File: src/rtl/fdm_pkg.sv
// rtl/fdm_pkg.sv - FSM encoding, mode_det codes and default period constants for freq_duty_meter
package fdm_pkg;

  typedef enum logic [1:0] {
    ST_IDLE = 2'b00,
    ST_HIGH = 2'b01,
    ST_LOW  = 2'b10
  } fdm_state_e;

  localparam logic [1:0] MODE_UNK = 2'b00;
  localparam logic [1:0] MODE_A   = 2'b01;
  localparam logic [1:0] MODE_B   = 2'b10;

  localparam int FDM_PERIOD_A = 4245;
  localparam int FDM_PERIOD_B = 28121;
  localparam int FDM_TOL      = 8;

endpackage

File: src/rtl/sync_edge_det.sv
// rtl/sync_edge_det.sv - 2-flop synchronizer plus registered rise/fall detector
module sync_edge_det (
  input  logic clk_in,
  input  logic rst_n,
  input  logic d,
  output logic rise,
  output logic fall
);

  logic sync1, sync2, prev;

  // Edge pulses appear after the 3rd clock edge that sees the new level.
  always_ff @(posedge clk_in or negedge rst_n) begin
    if (!rst_n) begin
      sync1 <= 1'b0;
      sync2 <= 1'b0;
      prev  <= 1'b0;
      rise  <= 1'b0;
      fall  <= 1'b0;
    end else begin
      sync1 <= d;
      sync2 <= sync1;
      prev  <= sync2;
      rise  <= sync2 & ~prev;
      fall  <= ~sync2 & prev;
    end
  end

endmodule

File: src/rtl/freq_duty_meter.sv
// rtl/freq_duty_meter.sv - period/high-time meter with divider mode classification
// Optional duty_ok output enabled by DUTY_CHECK_EN.
module freq_duty_meter
  import fdm_pkg::*;
#(
  parameter int CNT_W    = 16,
  parameter int PERIOD_A = FDM_PERIOD_A,
  parameter int PERIOD_B = FDM_PERIOD_B,
  parameter int TOL      = FDM_TOL
) (
  input  logic             clk_in,
  input  logic             rst_n,
  input  logic             sig_in,
  output logic [CNT_W-1:0] period_cnt,
  output logic [CNT_W-1:0] high_cnt,
  output logic             meas_valid,
  output logic [1:0]       mode_det,
  output logic             timeout
`ifdef DUTY_CHECK_EN
  ,
  output logic             duty_ok
`endif
);

  localparam logic [CNT_W-1:0] CNT_MAX = '1;
  localparam logic [CNT_W-1:0] CNT_ONE = {{(CNT_W-1){1'b0}}, 1'b1};
  localparam logic [CNT_W:0]   PA_W    = (CNT_W+1)'(PERIOD_A);
  localparam logic [CNT_W:0]   PB_W    = (CNT_W+1)'(PERIOD_B);
  localparam logic [CNT_W:0]   TOL_W   = (CNT_W+1)'(TOL);

  function automatic logic [CNT_W:0] abs_diff(input logic [CNT_W:0] a, input logic [CNT_W:0] b);
    return (a >= b) ? (a - b) : (b - a);
  endfunction

  function automatic logic [1:0] classify(input logic [CNT_W-1:0] p);
    logic [CNT_W:0] pe;
    pe = {1'b0, p};
    if (abs_diff(pe, PA_W) <= TOL_W) return MODE_A;
    if (abs_diff(pe, PB_W) <= TOL_W) return MODE_B;
    return MODE_UNK;
  endfunction

  logic rise, fall;

  sync_edge_det u_sync_edge_det (
    .clk_in (clk_in),
    .rst_n  (rst_n),
    .d      (sig_in),
    .rise   (rise),
    .fall   (fall)
  );

  fdm_state_e       state, state_nxt;
  logic             do_start, do_meas, do_timeout, inc_high;
  logic [CNT_W-1:0] cnt, hcnt, high_sel;

  always_ff @(posedge clk_in or negedge rst_n) begin
    if (!rst_n) state <= ST_IDLE;
    else        state <= state_nxt;
  end

  // A rise wins over saturation so a period of exactly CNT_MAX is still measured.
  always_comb begin
    state_nxt  = state;
    do_start   = 1'b0;
    do_meas    = 1'b0;
    do_timeout = 1'b0;
    inc_high   = 1'b0;
    case (state)
      ST_IDLE: begin
        if (rise) begin
          state_nxt = ST_HIGH;
          do_start  = 1'b1;
        end
      end
      ST_HIGH: begin
        if (rise) begin
          do_meas = 1'b1;
        end else if (cnt == CNT_MAX) begin
          do_timeout = 1'b1;
          state_nxt  = ST_IDLE;
        end else if (fall) begin
          state_nxt = ST_LOW;
        end else begin
          inc_high = 1'b1;
        end
      end
      ST_LOW: begin
        if (rise) begin
          do_meas   = 1'b1;
          state_nxt = ST_HIGH;
        end else if (cnt == CNT_MAX) begin
          do_timeout = 1'b1;
          state_nxt  = ST_IDLE;
        end
      end
      default: state_nxt = ST_IDLE;
    endcase
  end

  // A rise while still HIGH means the fall was missed: the whole period counts as high.
  assign high_sel = (state == ST_HIGH) ? cnt : hcnt;

  always_ff @(posedge clk_in or negedge rst_n) begin
    if (!rst_n) begin
      cnt        <= '0;
      hcnt       <= '0;
      period_cnt <= '0;
      high_cnt   <= '0;
      meas_valid <= 1'b0;
      mode_det   <= MODE_UNK;
      timeout    <= 1'b0;
    end else begin
      meas_valid <= 1'b0;
      timeout    <= 1'b0;
      if (do_timeout) begin
        cnt      <= '0;
        hcnt     <= '0;
        timeout  <= 1'b1;
        mode_det <= MODE_UNK;
      end else if (do_start) begin
        cnt  <= CNT_ONE;
        hcnt <= CNT_ONE;
      end else if (do_meas) begin
        period_cnt <= cnt;
        high_cnt   <= high_sel;
        meas_valid <= 1'b1;
        mode_det   <= classify(cnt);
        cnt        <= CNT_ONE;
        hcnt       <= CNT_ONE;
      end else if (state != ST_IDLE) begin
        cnt <= cnt + CNT_ONE;
        if (inc_high) hcnt <= hcnt + CNT_ONE;
      end
    end
  end

`ifdef DUTY_CHECK_EN
  localparam int             DW   = CNT_W + 4;
  localparam logic [DW-1:0]  TOL5 = DW'(5 * TOL);

  // 20% duty: 5*high must sit within period +/- 5*TOL, computed wide enough not to wrap.
  function automatic logic duty_in_range(input logic [CNT_W-1:0] p, input logic [CNT_W-1:0] h);
    logic [DW-1:0] h5, pw;
    h5 = ({4'b0000, h} << 2) + {4'b0000, h};
    pw = {4'b0000, p};
    return ((h5 >= pw) ? (h5 - pw) : (pw - h5)) <= TOL5;
  endfunction

  always_ff @(posedge clk_in or negedge rst_n) begin
    if (!rst_n)       duty_ok <= 1'b0;
    else if (do_meas) duty_ok <= duty_in_range(cnt, high_sel);
  end
`endif

endmodule

File: config.mk
export PLATFORM = sky130hd
export DESIGN_NAME = freq_duty_meter
export DESIGN_NICKNAME = d
export VERILOG_FILES = /design/src/rtl/fdm_pkg.sv /design/src/rtl/sync_edge_det.sv /design/src/rtl/freq_duty_meter.sv
export SDC_FILE = /design/constraint.sdc
export NUM_CORES = 1
export LEC_CHECK = 0
export ABC_CLOCK_PERIOD_IN_PS = 6100
export CAP_MARGIN = 40
export CORE_UTILIZATION = 60
export DETAILED_ROUTE_END_ITERATION = 12
export PLACE_DENSITY = 0.82
export REMOVE_ABC_BUFFERS = 1
export SLEW_MARGIN = 30
export SYNTH_ARGS = -nofsm -noshare
export SYNTH_HDL_FRONTEND = slang
export SYNTH_SLANG_ARGS = --single-unit
File: constraint.sdc
create_clock -name clk_in -period 6.1 [get_ports clk_in]
set_input_delay 0.915 -clock clk_in [delete_from_list [all_inputs] [get_ports clk_in]]
set_output_delay 0.915 -clock clk_in [all_outputs]
set_load 0.01 [all_outputs]
### Word-level counts from Yosys, hierarchy flattened

Cells that the tools add are included.

| storage, ports and cells | value |
|---|---|
| bits in registers | 75 |
| bits of input ports | 3 |
| output and inout bits | 36 |
| logic and storage cells | 96 |

| operators by class | value |
|---|---|
| $add $sub $neg | 6 |
| $lt $le $gt $ge | 4 |
| equality and inequality tests | 8 |
| mux-type cells | 49 |
| bitwise operators | 6 |
| reductions and logical operators | 10 |

Operators with widths:

| cell | number |
|---|---|
| $mux 16 | 10 |
| $le 17x4->1 const B | 2 |
| $mux 17 | 2 |
| $add 16x1->16 const B | 2 |
| $mux 2 | 13 |
| $mux 1 | 23 |
| $sub 13x16->17 const A | 1 |
| $sub 15x16->17 const A | 1 |
| $sub 16x13->17 const B | 1 |
| $sub 16x15->17 const B | 1 |
| $eq 16x16->1 const B | 1 |
| $ge 16x13->1 const B | 1 |
| $ge 16x15->1 const B | 1 |
| $reduce_bool 4->1 | 2 |
| $ne 3x2->1 const B | 2 |
| $pmux 2 s3 | 1 |
| $ne 2x1->1 const B | 2 |
| $not 1->1 | 4 |
| $reduce_and 2->1 | 2 |
| $reduce_and 4->1 | 1 |
| $reduce_bool 2->1 | 2 |
| $reduce_and 3->1 | 1 |
| $and 1x1->1 | 2 |
| $eq 2x1->1 const B | 1 |
| other kinds (4) | 4 |

### Logic depth before layout (Yosys ltp)

| depth | value |
|---|---|
| depth in word-level cells | 16 |
| gate-level depth with buffers | 12 |
| depth with buffers taken out | 10 |

### By module

Synthesis repeated with hierarchy kept, for this count alone.

| second synthesis, totals | value |
|---|---|
| cells, all modules | 586 |
| area, all modules | 4833.4 um^2 |

Modules (own cells, without submodules):

| module | times used | cells an instance | area an instance (um^2) | seq. area each (um^2) |
|---|---|---|---|---|
| freq_duty_meter | 1 | 579 | 4693.3 | 1751.7 |
| sync_edge_det | 1 | 7 | 140.1 | 125.1 |

### Least setup slack after synthesis

OpenSTA, ideal clock, no wires.

| timing | value |
|---|---|
| path type | reg-to-reg |
| start | reg state[0] |
| end | reg hcnt[15] |
| library setup time | 78 ps |
| arrival | 2448 ps |
| required time | 6022 ps |
| path slack | 3574 ps |
| cell stages (with the launch flop) | 11 |
| buffers on the path | 1 |
| cell sequence | dfrtp_1 inv_1 ha_1 clkbuf_1 inv_1 o31ai_4 nor2_2 nor4_4 nand2_2 or3_1 a21oi_1 |

| between the ends | value |
|---|---|
| cells in the longest elaborated chain, start to end | 6 |
| elaborated cells between the ends (all ways) | 15 |
| those cells by class | eq/ne (2); mux (7); reduce/logical (6) |

Ends and longest elaborated chain:

| element | line | RTL |
|---|---|---|
| start: declaration | freq_duty_meter.sv:53 | `fdm_state_e state, state_nxt;` |
| start signal: assignment | freq_duty_meter.sv:59 | `else state <= state_nxt;` |
| $eq 2x1->1 or $eq 2x2->1 (tied branches) | freq_duty_meter.sv:69 | `case (state)` |
| $reduce_or 2->1 (no line) | n/a |  |
| $mux 1 | n/a |  |
| $mux 16 | freq_duty_meter.sv:124 | `end else if (do_meas) begin` |
| $mux 16 | freq_duty_meter.sv:121 | `end else if (do_start) begin` |
| $mux 16 | freq_duty_meter.sv:116 | `if (do_timeout) begin` |
| end signal: assignment | freq_duty_meter.sv:133 | `if (inc_high) hcnt <= hcnt + CNT_ONE;` |
| end: declaration | freq_duty_meter.sv:55 | `logic [CNT_W-1:0] cnt, hcnt, high_sel;` |

Several ways; a longest one is shown, not always the timed one.
A chain may end at the register's enable or synchronous reset.

### Worst setup path after layout

| timing | value |
|---|---|
| start | reg state[0] |
| end | reg mode_det[0] |

| between the ends | value |
|---|---|
| cells in the longest elaborated chain, start to end | 5 |
| elaborated cells between the ends (all ways) | 11 |
| those cells by class | eq/ne (3); mux (4); reduce/logical (4) |

Ends and longest elaborated chain:

| element | line | RTL |
|---|---|---|
| $eq 2x1->1 or $eq 2x2->1 (tied branches) | freq_duty_meter.sv:69 |  |
| $reduce_or 2->1 (no line) | n/a |  |
| $mux 1 | n/a |  |
| $ne 2x1->1 (no line) or $reduce_bool 2->1 (tied branches) | n/a |  |
| $reduce_and 2->1 (no line) | n/a |  |
| end signal: assignment | freq_duty_meter.sv:128 | `mode_det <= classify(cnt);` |
| end: declaration | freq_duty_meter.sv:17 | `output logic [1:0] mode_det,` |

Several ways; a longest one is shown, not always the timed one.

==> metrics.cfg <==
[route]
route.vias.total=4443
ant_nets=0
avgRoutedWirePerCell_um=17.55
drt_iter0_markers=313
wl_um=12270
viasPerCell=6.356
drc=0
first_pass_iters=5

[min_path]
min_path_type=register to register
hold_end=u_sync_edge_det.sync2
hp-start=u_sync_edge_det.sync1
hold_path_depth=0

[synthesis]
ys_types=72
yosys_warnings=0
synth_top_area_cell=dfrtp_1
synthCells=583
avgSynthCellArea_um2=8.409
ys.flop_type=dfrtp_1
synthTopCellsByArea=dfrtp_1 (38%), nand2_1 (7.0%), o21ai_0 (5.7%)
synth_top_area_share_pct=38.28
yosysSeqAreaShare_pct=38.28
synth_seq_cells=75
syn_area_mm2=0.004902
synth_edf_count=0
async_flop_share_pct=100.0

[timing]
fin_tns_setup_ps=0
setup-violations-final=0
finalMaxSlewViolations=0
max_slew_margin_pct=42.82
finalHoldViolations=0
period_share_pct=54.17
period_needed_ps=3304
rsz0062_at_grt=false
worstMarginPinSlew_ps=857.6
fmax_mhz=302.7
fin_skew_ps=10.69

[layout]
n_antenna_cell=0
area_delta_synth_final_pct=12.63
fin_nets=608
regArea_mm2=0.001877
drive_above_1_share_pct=6.868
multi_input_area_mm2=0.002780
fill_cells=628
postLayoutCoreUtil_pct=70.72

[critical_path]
cp-end-kind=register
ff2ff_setup_slack_ps=2800
reg2reg_from=state[0]
start_kind=register
critical_path_class=register to register
critPathRequiredTime_ps=6380
crit_top_cell=inv_1
crit_buf_inv=3
crit_path_max_fanout=38
rr_worst_depth=9
crit_chain=inv_1, ha_1, inv_1, nand3_2, buf_4, nor4_1, o2111ai_1, o21ai_0, a41o_1
arrival_ps=3580
slowest_stage=nand3_2
cp_slowest_stage_delay_ps=600
path_delay_family=simple AND/OR/NAND/NOR gates
reg2reg_to=mode_det[0]

[clock_network]
cts.sinks=75
cts_setup_buffers=0
ctsLongestPathBuffers=2
cts_root_buffer=clkbuf_8
path_clk_slew_ps=80
tritoncts=built
cts.hold.buffers_added=0
clock_latency_ps=350
cts.htree.levels=3
cts_buffers=9
post_cts_resized=0

[die]
core_area_mm2=0.007807
dieHeight_um=92.39
die_w_um=92.39
rows=32
ios=39
die_area_mm2=0.008536
start_util_pct=62.79

[outcome]
outcome=complete, no violations

[job]
cap_violations=0

[placed_design]
io_buffers=38
dp_hpwl_um=8696
gp_congestion=0.8807

[global_route]
grt_max_degree=46
grt_pass1_vias=4304
grt_pass1_wl_um=20650
track_usage_pct=30.76
antenna_found_initial=0
grt_overflow_total=0

[power_and_ir_drop]
ir_drop_mv=0.3225
powerDensity_mw_per_mm2=330.0
leakagePower_nw=2.400

## final cells by class
type                       count  area share (%)
clock buffer                  10           2.493
clock inverter                 6           2.153
inverter                      15           1.020
multi-input combinational    449           50.35
sequential                    75           33.99
tap                          102           2.311
timing repair buffer          42           7.682
## synth_stat cells (all sizes together) (2+ instances only)
library cell and n:
nand2 92, dfrtp 75, o21ai 57, nor2 49, a21oi 24, clkbuf 23, buf 21, mux2i 20
nand3 19, xor2 17, inv 14, a31oi 13, ha 13, nor3 12, xnor2 12, nand2b 10
o31ai 9, and3 8, and2 6, a21o 5, nand4 5, nor2b 5, nor4 5, or3 5
o211ai 4, o22ai 4, or2 4, or4 4, a211oi 3, a21boi 3, a311oi 3, a32oi 3
nand3b 3, nand4b 3, nor3b 3, a2111oi 2, a41oi 2, o211a 2, o21a 2, o31a 2
o32a 2
## metrics by stage
stage	area (um2)	hold WS (ps)	setup WS, ps	total power (W)	cells
floorplan	4706	331.2	3196	0.001094	539
global placement	5231	337.9	2866	0.001312	681
detailed placement	5265	340.5	2861	0.001332	683
CTS	5522	359.0	2834	0.001814	699
global route	5522	359.8	2535	0.001929	699
finish	5522	355.2	2796	0.001822	699
## sequential cells by signal (all words and copies together) (netlist names)
signal                 flops
meas_valid                 1
u_sync_edge_det.sync1      1
timeout                    1
mode_det                   2
state                      2
u_sync_edge_det.rise       1
period_cnt                16
u_sync_edge_det.fall       1
u_sync_edge_det.sync2      1
u_sync_edge_det.prev       1
cnt                       16
high_cnt                  16
hcnt                      16
## worst reg2reg max path: stages, from the launching register on
cell       delay, ps
dfrtp_1          410
inv_1             90
ha_1             370
inv_1            280
nand3_2          600
buf_4            460
nor4_1           420
o2111ai_1        190
o21ai_0          200
a41o_1           210
## where the power goes
group          switching (W)  total, W  internal, W
sequential          0.000121  0.000681     0.000560
combinational       0.000396  0.000658     0.000262
clock               0.000195  0.000483     0.000288
total               0.000712   0.00182      0.00111
## cell families after synthesis
logic type	Yosys count	synth area share, %
buf+inv	59	5.156
fa+ha+maj	13	3.318
simple gates	234	23.66
compound gates	152	20.09
mux	21	4.313
flops	75	38.28
xor+xnor	29	5.181
## placed cells by master, fill, tap and decap left out, types with 13 or more instances in the layout
master / netlist / layout
nand3_1: 18 / 17
ha_1: 13 / 13
nor2_1: 48 / 47
xor2_1: 17 / 17
mux2i_1: 20 / 20
inv_1: 14 / 14
clkdlybuf4s50_1: 0 / 37
a21oi_1: 24 / 24
o21ai_0: 56 / 56
nand2_1: 91 / 91
dfrtp_1: 75 / 75
a31oi_1: 13 / 13
## worst max-delay path by stage
stage	startpoint	endpoint	slack [ps]	cells past startpoint
finish	state[0]	mode_det[0]	2800	9
global route	state[0]	mode_det[0]	2540	9
detailed placement	state[0]	mode_det[0]	2860	9
global placement	cnt[7]	hcnt[6]	2870	8
CTS	state[0]	mode_det[0]	2830	9
floorplan	state[0]	mode_det[1]	3200	8
## layer usage
layer	routed length, um	vias to the layer above	GRT usage, %
met3	961	32	6.240
met4	248	0	10.03
met2	5805	232	50.37
met5	0	-	0
met1	5255	2098	40.78
li1	-	2081	-
No activity file was read; power rests on OpenSTA's default activity.
